## config.mk

```make
export PLATFORM = sky130hd
export DESIGN_NAME = hit_frame_serializer
export DESIGN_NICKNAME = d
export VERILOG_FILES = /design/src/rtl/hit_frame_serializer.sv
export SDC_FILE = /design/constraint.sdc
export NUM_CORES = 1
export LEC_CHECK = 0
export ABC_AREA = 1
export BUFFER_PORTS_ARGS = -buffer_cell sky130_fd_sc_hd__buf_2
export CAP_MARGIN = 10
export CELL_PAD_IN_SITES_DETAIL_PLACEMENT = 1
export CELL_PAD_IN_SITES_GLOBAL_PLACEMENT = 1
export CORE_MARGIN = 8
export CORE_UTILIZATION = 46
export CTS_BUF_LIST = sky130_fd_sc_hd__clkbuf_2 sky130_fd_sc_hd__clkbuf_4 sky130_fd_sc_hd__clkbuf_8
export DETAILED_ROUTE_END_ITERATION = 16
export PLACE_DENSITY_LB_ADDON = 0.25
export SYNTH_ARGS = -nofsm -noshare
export SYNTH_HDL_FRONTEND = slang
export SYNTH_SLANG_ARGS = --single-unit
```

## constraint.sdc

```tcl
create_clock -name CLK -period 1.5 [get_ports CLK]
set_input_delay 0.15 -clock CLK [delete_from_list [all_inputs] [get_ports CLK]]
set_output_delay 0.15 -clock CLK [all_outputs]
set_load 0.05 [all_outputs]
```

## src/rtl/hit_frame_serializer.sv

```systemverilog
// Sticky per-channel hit latches snapshotted into a framed serial word.
// Optional trailing even-parity bit enabled by defining PARITY_EN.
module hit_frame_serializer #(
    parameter int              N_CH    = 16,
    parameter int              HDR_W   = 4,
    parameter logic [HDR_W-1:0] HDR_VAL = 4'b1010,
    parameter bit              INVERT  = 1'b1
) (
    input  logic            CLK,
    input  logic            RST,
    input  logic [N_CH-1:0] HIT,
    input  logic            ARM,
    input  logic            START,
    output logic            Q,
    output logic            BUSY,
    output logic            DONE
);

`ifdef PARITY_EN
    localparam int P = 1;
`else
    localparam int P = 0;
`endif
    localparam int L  = HDR_W + N_CH + P;
    localparam int CW = $clog2(L + 1);

    typedef enum logic [1:0] {
        S_IDLE,
        S_SHIFT,
        S_DONE
    } state_t;

    state_t          state_q;
    logic [L-1:0]    shift_q;
    logic [CW-1:0]   cnt_q;
    logic            busy_q;
    logic            done_q;
    logic [N_CH-1:0] latch_q;
    logic [N_CH-1:0] latch_d;
    logic [N_CH-1:0] hit_n;
    logic [L-1:0]    frame_d;
    logic            accept;

    assign hit_n  = INVERT ? ~HIT : HIT;
    // The DONE cycle may accept so a held START gives an L+1 cycle period.
    assign accept = START && (state_q != S_SHIFT);

`ifdef PARITY_EN
    assign frame_d = {HDR_VAL, latch_q, ^latch_q};
`else
    assign frame_d = {HDR_VAL, latch_q};
`endif

    // Next latch: snapshot restarts accumulation, otherwise sticky OR.
    always_comb begin
        latch_d = latch_q;
        if (accept) begin
            latch_d = ARM ? hit_n : '0;
        end else if (ARM) begin
            latch_d = latch_q | hit_n;
        end
    end

    // Hit latch register.
    always_ff @(posedge CLK or posedge RST) begin
        if (RST) begin
            latch_q <= '0;
        end else begin
            latch_q <= latch_d;
        end
    end

    // Frame FSM with registered BUSY/DONE and the shift register.
    always_ff @(posedge CLK or posedge RST) begin
        if (RST) begin
            state_q <= S_IDLE;
            shift_q <= '0;
            cnt_q   <= '0;
            busy_q  <= 1'b0;
            done_q  <= 1'b0;
        end else begin
            unique case (state_q)
                S_IDLE, S_DONE: begin
                    done_q <= 1'b0;
                    if (accept) begin
                        shift_q <= frame_d;
                        cnt_q   <= '0;
                        busy_q  <= 1'b1;
                        state_q <= S_SHIFT;
                    end else begin
                        busy_q  <= 1'b0;
                        state_q <= S_IDLE;
                    end
                end
                S_SHIFT: begin
                    shift_q <= shift_q << 1;
                    if (cnt_q == CW'(L - 1)) begin
                        busy_q  <= 1'b0;
                        done_q  <= 1'b1;
                        state_q <= S_DONE;
                    end else begin
                        cnt_q <= cnt_q + CW'(1);
                    end
                end
                default: begin
                    busy_q  <= 1'b0;
                    done_q  <= 1'b0;
                    state_q <= S_IDLE;
                end
            endcase
        end
    end

    assign Q    = busy_q & shift_q[L-1];
    assign BUSY = busy_q;
    assign DONE = done_q;

endmodule

```

# == After elaboration in Yosys (flattened, before gate mapping) ==
# Cells that the tools add are included.
# classes
n_eq_ne,7
n_mux,16
add_sub_neg,1
n_reduce_logical,7
bitwise,3
# op_table
cell,n
$mux 16,3
$pmux 20 s2,1
$mux 20,1
$not 16->16,1
$or 16x16->16,1
$mux 5,2
$pmux 5 s2,1
$ne 2x2->1 const B,3
$add 5x1->5 const B,1
$eq 5x5->1 const B,1
$mux 1,5
$pmux 2 s2,1
$reduce_bool 2->1,2
$reduce_and 3->1,1
$eq 2x1->1 const B,1
$eq 2x2->1 const B,1
$logic_not 2->1,1
$mux 2,1
$ne 2x1->1 const B,1
$pmux 1 s2,1
$reduce_and 2->1,1
$reduce_or 2->1,1
$and 1x1->1,1
$logic_and 1x1->1,1
# totals
in_bits,20
out_inout_bits,3
reg_bits,45
word_cells,40

# == Depth between registers and ports, before layout ==
# Gate-level depths: netlist (run 1).
# logic_depth
word_depth,4
depth_mapped,8
depth_no_buf,8

# == Worst setup path before layout (run 1) ==
# No wires, ideal clock.
# synth_path
path_type,register to register
from,register cnt_q[0]
to,register cnt_q[0]
t_required_ns,1.373
path_slack_ns,0.259
synth_period_minus_slack_ns,1.241
path_buffers,0
setup_ns,0.127
path_stages_with_launch,8
arrival_ns,1.114
cell_sequence,dfrtp_1 > ha_1 > nand2_1 > inv_1 > nand2_1 > nand2_1 > nand3_1 > o21ai_0
# synth_between
elab_chain_len,3
word_cells_on_any_way,6
classes_between,add/sub: 1; eq/ne: 2; mux: 2; reduce/logical: 1
# synth_rtl
item,line_no,source
start: declaration,35,logic [CW-1:0] cnt_q;
start signal: assignment,102,cnt_q <= cnt_q + CW'(1);
$add 5x1->5 or $eq 5x5->1 (tied branches),"102, 97",
$mux 5 or $ne 2x2->1 (tied branches),n/a,
$pmux 5 s2 or $reduce_and 3->1 (tied branches),n/a,
# Parallel ways exist; a longest one is shown, timed or not. The select of a mux whose other input is x is not followed.
# A chain may end at the register's enable or synchronous reset.

# == Final worst setup path (run 1) ==
# layout_path
from,register state_q[0]
to,register shift_q[10]
# layout_between
elab_chain_len,4
word_cells_on_any_way,10
classes_between,eq/ne: 4; mux: 1; reduce/logical: 5
# layout_rtl
item,line_no,source
start: declaration,33,state_t state_q;
start signal: assignment,76,state_q <= S_IDLE;
start signal: assignment,89,state_q <= S_SHIFT;
start signal: assignment,92,state_q <= S_IDLE;
$eq 2x2->1 (tied with other cells),82,unique case (state_q)
$reduce_or 2->1 or $logic_and 1x1->1 (tied branches),"82, 46",
$ne 2x2->1 (no source line) or $reduce_bool 2->1 (tied branches),n/a,
$reduce_and 2->1 (no source line),n/a,
end signal: assignment,86,shift_q <= frame_d;
end signal: assignment,96,shift_q <= shift_q << 1;
end: declaration,34,logic [L-1:0] shift_q;
# Parallel ways exist; a longest one is shown, timed or not.

==> results of run 1 <==
## repair_timing
action	CTS	global route
resized for setup	0	1
setup endpoints to repair	0	1
buffers inserted	0	0
hold buffers	1	0
hold endpoints to repair	16	0
## cells in the mapped netlist
cell type and instances:
nand2_2 4, nor2_1 6, nand3_1 10, a21oi_2 1, o22ai_1 1, o21ai_1 13, buf_2 2, buf_6 6
o21ai_4 1, ha_1 1, buf_1 1, nand2_1 41, clkbuf_1 2, inv_2 1, inv_1 28, o21ai_0 43
nand4_1 1, nand3b_4 1, a21oi_1 3, xor2_1 1, dfrtp_1 45, o21ai_2 10
## flip-flops by register name, indices dropped and copies added, names as in the netlist
name	cells
BUSY	1
DONE	1
cnt_q	5
latch_q	16
shift_q	20
state_q	2
## per-stage QoR
step | hold WS (ps) | worst slack [ps] | instances | power [mW] | utilization
floorplan | 230.6 | 258.7 | 222 | 3.777 | -
finish | 13.06 | 159.9 | 304 | 5.076 | 0.5394
CTS | 1.553 | 114.9 | 304 | 5.160 | 0.5388
global placement | 191.1 | 200.6 | 295 | 4.175 | 0.5142
global route | 15.46 | 61.05 | 304 | 5.540 | 0.5394
detailed placement | 194.9 | 126.3 | 295 | 4.331 | 0.5142
## cell usage in the layout, fill, tap and decap left out, types with 2 or more instances in the layout
cell       n
o21ai_0   43
nand2_2    5
o21ai_1   13
buf_4      8
buf_12     2
buf_2     22
dfrtp_1   45
a21oi_1    3
nand2_1   40
nor2_1     6
inv_1     27
clkbuf_8   6
nand3_1   10
o21ai_2   10
## cell type report
| class | instances | area share |
|---|---|---|
| clock buffer | 6 | 0.03541 |
| timing repair buffer | 33 | 0.09442 |
| tap | 52 | 0.02790 |
| clock inverter | 2 | 0.005901 |
| sequential | 45 | 0.4828 |
| multi-input combinational | 137 | 0.3069 |
| inverter | 29 | 0.04667 |
## critical path, stage by stage, from the launching register on
cell and delay [ps]:
dfrtp_1 430, nand2_2 140, buf_12 190, o21ai_4 100, buf_4 170, o21ai_0 200
## report_power, final
part | switching (mW) | leakage [nW] | internal [mW] | total (mW)
Combinational | 1.39 | 0.552 | 0.849 | 2.24
Sequential | 0.271 | 0.527 | 1.78 | 2.05
Clock | 0.418 | 0.0512 | 0.374 | 0.792
## worst min-delay path by stage
stage	to	depth (start not counted)
CTS	latch_q[1]$_DFFE_PP0P_	2
global route	latch_q[0]$_DFFE_PP0P_	2
global placement	latch_q[11]$_DFFE_PP0P_	2
floorplan	latch_q[9]$_DFFE_PP0P_	1
detailed placement	latch_q[11]$_DFFE_PP0P_	2
finish	latch_q[1]$_DFFE_PP0P_	2
## kinds of logic (layout without fill, tap and decap cells)
kind of cell    after synthesis  count (layout)  synth area share
compound gates               72              72            0.2033
xor+xnor                      1               1          0.004301
flops                        45              45            0.5528
buf+inv                      40              70           0.09705
fa+ha+maj                     1               1          0.006142
simple gates                 63              63            0.1364
## per-layer routing
layer | routed length [um] | global-route usage | share of wire
met5 | 0 | 0 | 0
met4 | 61 | 0.05172 | 0.013
met3 | 179 | 0.04221 | 0.039
met2 | 2323 | 0.2600 | 0.51
met1 | 1995 | 0.1795 | 0.44
==> summary.txt, run 1 <==
Power and ir drop
  – Cell Pwr Density: 2177 nW/um2
  – Peak supply drop: 0.9717 mV
  – LEAKAGE: approximately 1.1 nW

Final layout
  – Fraction of layout cells with a size suffix above 1: 0.2341
  – Antenna diodes: 0
  – # fillers: ~520
  – P&R area growth vs syn: 14.50%
  – Register area: 1126 um2
  – # nets final: ~270
  – Multi-input gate area: 715.7 um2
  – Final Cell Area: ~2300 um2

Logic synthesis
  – Yosys top cell by area: dfrtp_1
  – Post-synth cell types: 22
  – Syn_area_per_cell: a little over 9 um2
  – Cells after synthesis: around 220
  – Syn nets: ~240
  – Area share of the largest cell type after synthesis: 0.5528
  – Synth warn: 0
  – Top area cells in the synthesized netlist: dfrtp_1 55%, o21ai_0 11%, nand2_1 7.6%
  – Sequential share of the synthesized area: 0.5528
  – Synthesized flop and latch total: 45
  – Post-Syn Area: 2037 um2

Global routing
  – Initial antenna violation count: 0
  – Total track usage: 0.1521
  – First-pass GRT wire length: between 7 and 8 mm
  – Global route overflow: 0
  – Vias in the first global route: approximately 1700
  – Largest net degree at the start of global routing: 31

Critical path
  – Maximum fanout along the worst path: 30
  – FF-to-FF setup slack: about 160 ps
  – CP Capture Type: flop
  – Critical path launch point type: flop
  – Crit path DAT: approximately 1500 ps
  – Required time of the critical path: 1700 ps
  – R2R depth: 5
  – FF-to-FF End: shift_q[10]$_DFFE_PP0P_
  – Setup crit start: state_q[0]$_DFFE_PP0P_
  – Worst Setup EP: shift_q[10]$_DFFE_PP0P_
  – WS Path Type: reg2reg
  – FF-to-FF Start: state_q[0]$_DFFE_PP0P_

Floorplanning
  – Core Footprint: between 4000 and 5000 um2
  – Starting Density: 0.4711
  – Die W: between 80 and 90 um
  – Die Height: between 80 and 90 um
  – # IOs: 23
  – Num rows: 24
  – Die Area: 6814 um2

Worst hold path
  – Hold Path Class: in2reg
  – Hold path start: HIT[1]

Job
  – Max cap viols: 0

Clock network
  – TritonCTS clock tree: yes
  – Clock root buffer: clkbuf_8
  – Total clock sinks: 45
  – Clk slew on worst S/H paths: 90 ps
  – CTS Buffer Depth: 2
  – Cts bufs inserted: 5
  – # H-tree levels: 2
  – Worst skew pair latency: about 300 ps

Routing
  – DRT iter0 DRCs: a little over 70
  – Vias per cell: ~5.2
  – 1st-pass router iterations: 4
  – Post-Route WL: around 4.6 mm
  – DR vias: around 1600
  – DRC Markers: 0
  – DR WL/cell: ~15 um
  – Post-route ant nets: 0

STA
  – Period minus WS final: 1340 ps
  – Max-slew violation count: 0
  – Slew margin rel.: 0.5468
  – Worst Skew: between 4 and 5 ps
  – Worst-Margin Slew: 675.7 ps
  – RSZ-0062 raised after global routing: no
  – Total negative slack: 0 ps
  – Fmax: ~750 MHz
  – Final hold violations: 0
  – Crit share post-route: 0.8934
  – Final setup violation count: 0

Placed design
  – Hpwl dp: 3.277 mm
  – Placed cell area: between 2000 and 2500 um2
  – Final Wtd Congestion: ~0.75
  – PortBufs: 22

Outcome
  – Outcome: finished, final reports clean
Note: power is estimated with default switching activity, not from simulation.
==> inputs of run 2 (changes only) <==
--- a/config.mk
+++ b/config.mk
@@ -5,13 +5,12 @@
 export SDC_FILE = /design/constraint.sdc
 export NUM_CORES = 1
 export LEC_CHECK = 0
-export ABC_AREA = 1
 export BUFFER_PORTS_ARGS = -buffer_cell sky130_fd_sc_hd__buf_2
 export CAP_MARGIN = 10
 export CELL_PAD_IN_SITES_DETAIL_PLACEMENT = 1
 export CELL_PAD_IN_SITES_GLOBAL_PLACEMENT = 1
 export CORE_MARGIN = 8
-export CORE_UTILIZATION = 46
+export CORE_UTILIZATION = 47
 export CTS_BUF_LIST = sky130_fd_sc_hd__clkbuf_2 sky130_fd_sc_hd__clkbuf_4 sky130_fd_sc_hd__clkbuf_8
 export DETAILED_ROUTE_END_ITERATION = 16
 export PLACE_DENSITY_LB_ADDON = 0.25
==> run 2 against run 1 <==
- the run now ends with negative hold slack left
- register-to-register slack worse by 20 ps
- clock power is 2% lower
- clock skew hardly changed
- power is 12% lower
- die area is 5.9% lower
- largest power group is now registers
==> summary.txt, run 2 <==
Clock network
  – TritonCTS clock tree: yes
  – CTS Buffer Depth: 2
  – # H-tree levels: 2
  – Post-CTS setup buffers: 0
  – Cts bufs inserted: 5
  – Worst skew pair latency: 300 ps
  – Clock root buffer: clkbuf_8
  – Clk slew on worst S/H paths: ~80 ps
  – Hold buffer count at cts: 0
  – Total clock sinks: 45

STA
  – Worst-Margin Slew: around 550 ps
  – RSZ-0062 raised after global routing: no
  – Final setup violation count: 0
  – Final hold violations: 45
  – Period minus WS final: around 1400 ps
  – Total negative slack: 0 ps
  – Final WS setup: between 100 and 150 ps
  – Worst Skew: ~4.6 ps
  – Max-slew violation count: 0
  – Fmax: about 730 MHz
  – Min Hold Slack: -27.29 ps
  – Slew margin rel.: 0.6313
  – Crit share post-route: 0.9100

Final layout
  – Antenna diodes: 0
  – Fraction of layout cells with a size suffix above 1: 0.1857
  – Most frequent cells in the layout: 45 x dfrtp_1, 35 x nand2_1, 22 x buf_2, 21 x a22o_1, 19 x nor2_1
  – Max FFs per register: 20
  – Non-Filler Instances: 260
  – Top reg by flops: shift_q
  – # nets final: 230
  – Final Cell Area: 2170 um2
  – P&R area growth vs syn: 12.45%
  – Regs by FF count: shift_q x20, latch_q x16, cnt_q x5
  – Most common cell after layout, fill and taps aside: dfrtp_1

Floorplanning
  – Starting Density: 0.4858
  – Core Footprint: 3971 um2
  – # IOs: 23
  – Num rows: 23
  – Die Height: about 80 um
  – Die Area: roughly 6400 um2
  – Die W: 80.07 um

Critical path
  – Crit path DAT: between 1500 and 2000 ps
  – Setup crit start: cnt_q[0]$_DFFE_PP0P_
  – CP Capture Type: flop
  – WS Path Type: reg2reg
  – Maximum fanout along the worst path: 5
  – Critical path launch point type: flop
  – FF-to-FF Start: cnt_q[0]$_DFFE_PP0P_
  – Required time of the critical path: about 1700 ps

Logic synthesis
  – Post-Syn Area: 1929 um2
  – Synth warn: 0
  – Top area cells in the synthesized netlist: dfrtp_1 58%, a22o_1 9.5%, nand2_1 6.8%
  – Post-synth cell types: 25
  – Cells after synthesis: 185
  – Asr flop ratio synth: 1.000
  – Syn nets: ~210
  – Commonest cells in the netlist: 45 x dfrtp_1, 35 x nand2_1, 21 x a22o_1
  – Number of flops mapped to enable cells by yosys: 0
  – Syn_area_per_cell: around 10 um2
  – Sequential share of the synthesized area: 0.5837
  – Synthesized flop and latch total: 45
  – Ys flop type: dfrtp_1
  – Yosys top cell by area: dfrtp_1
  – Most common cell in the synthesized netlist: dfrtp_1
  – Area share of the largest cell type after synthesis: 0.5837

Routing
  – Post-route ant nets: 0
  – Post-Route WL: roughly 4.2 mm
  – DRT iter0 DRCs: 82
  – Vias per cell: around 5.4
  – 1st-pass router iterations: 4
  – DRC Markers: 0
  – DR WL/cell: ~16 um
  – DR vias: ~1400

Power and ir drop
  – Cell Pwr Density: ~2000 nW/um2
  – LEAKAGE: 1.098 nW
  – Peak supply drop: about 0.87 mV

Outcome
  – Outcome: complete, but fails checks
  – Violated checks: negative hold slack

Global routing
  – Largest net degree at the start of global routing: 46
  – Total track usage: 0.1445
  – First-pass GRT wire length: ~7.2 mm
  – Initial antenna violation count: 0
  – Vias in the first global route: approximately 1500
  – Global route overflow: 0

Placed design
  – Placed cell area: approximately 2100 um2
  – Hpwl dp: a little under 3 mm
  – Dpl ws: approximately 100 ps
  – PortBufs: 22
  – Final Wtd Congestion: 0.8033
  – DP Cell Count: about 250

Job
  – Max cap viols: 0

Worst hold path
  – Hold Path Class: in2async
run 2: cell types whose count changed in the layout (fill, tap and decap cells not counted), moves of 5 or more:
cell and change:
o21ai_0 -42, a22o_1 +21, a31oi_1 +16, nor2_1 +13, o21ai_1 -13, o21ai_2 -10, inv_1 -9, nand3_1 -8
nand2_1 -5, nand2_2 -5
run 2: cells by family (layout without fill, tap and decap cells):
group	count (synthesis)	count (layout)	share of synthesized area
muxes	3	3	0.01556
buffers and inverters	29	54	0.07847
adders and majority gates	1	1	0.006484
xor gates and xnor gates	1	1	0.004540
and+or+nand+nor	64	64	0.1440
DFF	45	45	0.5837
AOI/OAI and AO/OA	42	42	0.1673
run 2: power breakdown:
part | switching, mW | internal [mW] | leakage [nW] | total [mW]
combinational | 0.936 | 0.707 | 0.521 | 1.64
sequential | 0.321 | 1.73 | 0.527 | 2.05
clock | 0.392 | 0.386 | 0.0498 | 0.778
run 2: metal layers:
metal  GRT usage  part of all wire
met1      0.1811              0.44
met2      0.2312              0.50
met3     0.04018             0.037
met4     0.05455             0.015
met5           0                 0
run 2: worst max-delay path: stages, from the launching register on:
cell and delay, ps:
dfrtp_1 420, ha_2 230, and4bb_1 240, nor2_4 190
mux2i_1 210
run 2: stage by stage:
| stage | util | total power [mW] | hold slack, ps |
|---|---|---|---|
| after global placement | 0.5227 | 3.609 | 314.2 |
| final | 0.5463 | 4.471 | -27.29 |
| after detailed placement | 0.5227 | 3.748 | 329.3 |
| after CTS | 0.5457 | 4.536 | 8.069 |
| after floorplan | - | 3.338 | 327.8 |
| after global routing | 0.5463 | 4.848 | 28.92 |
run 2: cell type report:
class / instances / area, um2
Multi-Input combinational cell: 111 / 654.4
Fill cell: 458 / 1802
Tap cell: 50 / 62.56
Timing Repair Buffer: 28 / 167.7
Sequential cell: 45 / 1126
Clock buffer: 8 / 91.34
Inverter: 18 / 67.56
run 2: worst paths after layout:
path	depth (start not counted)	slack, ps	end
max	4	140	cnt_q[1]$_DFFE_PP0P_
min	3	-30	BUSY$_DFFE_PP0P_
max reg2reg	4	140	cnt_q[1]$_DFFE_PP0P_
min reg2reg	1	490	cnt_q[4]$_DFFE_PP0P_
max in group asynchronous	3	1140	cnt_q[1]$_DFFE_PP0P_
min in group CLK	3	140	latch_q[12]$_DFFE_PP0P_
run 2: what timing repair did:
action / CTS / global route
endpoints found under the setup margin: 0 / 1
resized for setup: 0 / 1
endpoints found under the hold margin: 0 / 0
==> inputs of run 3 (changes only) <==
==> constraint.sdc (replaced) <==
create_clock -name CLK -period 1.7 [get_ports CLK]
set_input_delay 0.17 -clock CLK [delete_from_list [all_inputs] [get_ports CLK]]
set_output_delay 0.17 -clock CLK [all_outputs]
set_load 0.05 [all_outputs]
==> run 3 against run 2 <==
- the run now ends clean
- flip-flop and latch count is the same
- largest power group unchanged
- clock-buffer cell count shrank 1
- wire length shrank 1.6%
==> summary.txt, run 3 (synthesized netlist as in run 2, its figures left out) <==
Outcome
  – Outcome: finished, final reports clean

Floorplanning
  – Die Area: about 6400 um2
  – Die Height: ~80 um
  – Core Footprint: 3971 um2
  – Num rows: 23
  – # IOs: 23
  – Die W: about 80 um
  – Starting Density: 0.4858

Global routing
  – Largest net degree at the start of global routing: 46
  – Total track usage: 0.1374
  – Initial antenna violation count: 0
  – Met2 global-route usage: 0.2288
  – Global route overflow: 0
  – Gr busiest metal: met2
  – First-pass GRT wire length: around 7.0 mm
  – Global Route met1 Usage: 0.1702
  – Vias in the first global route: about 1400
  – GR Util met3: 0.03348

Clock network
  – Worst skew pair latency: approximately 280 ps
  – Cts bufs inserted: 5
  – Hold buffer count at cts: 0
  – Post-CTS setup buffers: 0
  – CTS Buffer Depth: 2
  – Total clock sinks: 45
  – TritonCTS clock tree: yes
  – Clk slew on worst S/H paths: roughly 80 ps
  – Clock root buffer: clkbuf_8
  – Post_cts resized: 0
  – # H-tree levels: 2

Routing
  – DR WL/cell: 15.82 um
  – DRC Markers: 0
  – DRT iter0 DRCs: 42
  – Vias per cell: 5.355
  – Post-route ant nets: 0
  – DR vias: 1387
  – Post-Route WL: between 4 and 5 mm
  – 1st-pass router iterations: 4

STA
  – Fmax: between 600 and 700 MHz
  – Final hold violations: 0
  – Worst-Margin Slew: around 600 ps
  – Worst Skew: roughly 2.1 ps
  – Max-slew violation count: 0
  – Period minus WS final: about 1400 ps
  – Crit share post-route: 0.8454
  – Total negative slack: 0 ps
  – RSZ-0062 raised after global routing: no
  – Slew margin rel.: 0.6010
  – Final setup violation count: 0

Worst hold path
  – Hold Path Class: in2async

Final layout
  – # nets final: between 200 and 250
  – # fillers: 457
  – Fraction of layout cells with a size suffix above 1: 0.1770
  – Max FFs per register: 20
  – Regs by FF count: shift_q x20, latch_q x16, cnt_q x5
  – Most common cell after layout, fill and taps aside: dfrtp_1
  – P&R area growth vs syn: 11.61%
  – Top reg by flops: shift_q
  – Non-Filler Instances: 259
  – Final Cell Area: between 2000 and 2500 um2
  – Most frequent cells in the layout: 45 x dfrtp_1, 35 x nand2_1, 22 x buf_2, 21 x a22o_1, 19 x nor2_1
  – Antenna diodes: 0

Critical path
  – Crit path DAT: approximately 1600 ps
  – CP Capture Type: flop
  – FF-to-FF End: latch_q[15]$_DFFE_PP0P_
  – Critical-path cell list: nand2b_2 > nand2_1 > a22o_1
  – WS Path Type: reg2reg
  – FF-to-FF Start: state_q[0]$_DFFE_PP0P_
  – FF-to-FF setup slack: between 200 and 300 ps
  – Crit-path slowest cell: dfrtp_1
  – Maximum fanout along the worst path: 16
  – Slowest stage delay, CP: about 400 ps
  – R2R depth: 3
  – Required time of the critical path: roughly 1900 ps
  – Critical path launch point type: flop

Power and ir drop
  – Cell Pwr Density: between 1500 and 2000 nW/um2
  – Peak supply drop: 0.5295 mV
  – LEAKAGE: between 1 and 1.5 nW

Placed design
  – DP Cell Count: approximately 250
  – PortBufs: 22
  – Placed cell area: about 2100 um2
  – Final Wtd Congestion: around 0.77
  – Hpwl dp: ~3 mm

Job
  – Max cap viols: 0
-- run 3: through the flow --
| step | worst slack [ps] | total power [mW] | hold slack [ps] | utilization |
|---|---|---|---|---|
| floorplan | 409.8 | 2.945 | 347.8 | - |
| global placement | 336.7 | 3.142 | 329.9 | 0.5195 |
| detailed placement | 244.3 | 3.266 | 352.1 | 0.5195 |
| CTS | 231.1 | 3.943 | 34.08 | 0.5422 |
| global route | 144.2 | 4.189 | 51.42 | 0.5422 |
| finish | 262.9 | 3.890 | 15.14 | 0.5422 |
-- run 3: where the power goes --
group	internal, mW	total (mW)	switching [mW]
Combinational	0.589	1.41	0.825
Sequential	1.53	1.81	0.284
Clock	0.339	0.665	0.327
Total	2.45	3.89	1.44
-- run 3: worst max-delay path, delay by kind of cell (launching register included) --
kind               cells  cell delay, ps
and+or+nand+nor        2             580
DFF                    1             410
AOI/OAI and AO/OA      1             330
-- run 3: final cells by class --
cell class / count / area [um2] / share of cell area
clock buffer: 7 / 90.09 / 0.04184
multi-input combinational: 111 / 651.9 / 0.3027
inverter: 18 / 67.56 / 0.03138
tap: 50 / 62.56 / 0.02905
sequential: 45 / 1126 / 0.5230
timing repair buffer: 28 / 155.1 / 0.07205
-- run 3: worst max path at each step --
stage / from / to / slack [ps] / cells after the start
after floorplan: BUSY$_DFFE_PP0P_ / Q / 410 / 1
after global placement: state_q[0]$_DFFE_PP0P_ / latch_q[15]$_DFFE_PP0P_ / 340 / 3
after detailed placement: state_q[0]$_DFFE_PP0P_ / latch_q[15]$_DFFE_PP0P_ / 240 / 3
after CTS: state_q[0]$_DFFE_PP0P_ / latch_q[15]$_DFFE_PP0P_ / 230 / 3
after global routing: state_q[0]$_DFFE_PP0P_ / latch_q[15]$_DFFE_PP0P_ / 140 / 3
final: state_q[0]$_DFFE_PP0P_ / latch_q[15]$_DFFE_PP0P_ / 260 / 3
-- run 3: metal layers --
| metal | vias up | routed length [um] |
|---|---|---|
| met5 | - | 0 |
| met4 | 0 | 27 |
| met3 | 4 | 162 |
| met2 | 25 | 2071 |
| met1 | 693 | 1836 |
| li1 | 665 | - |
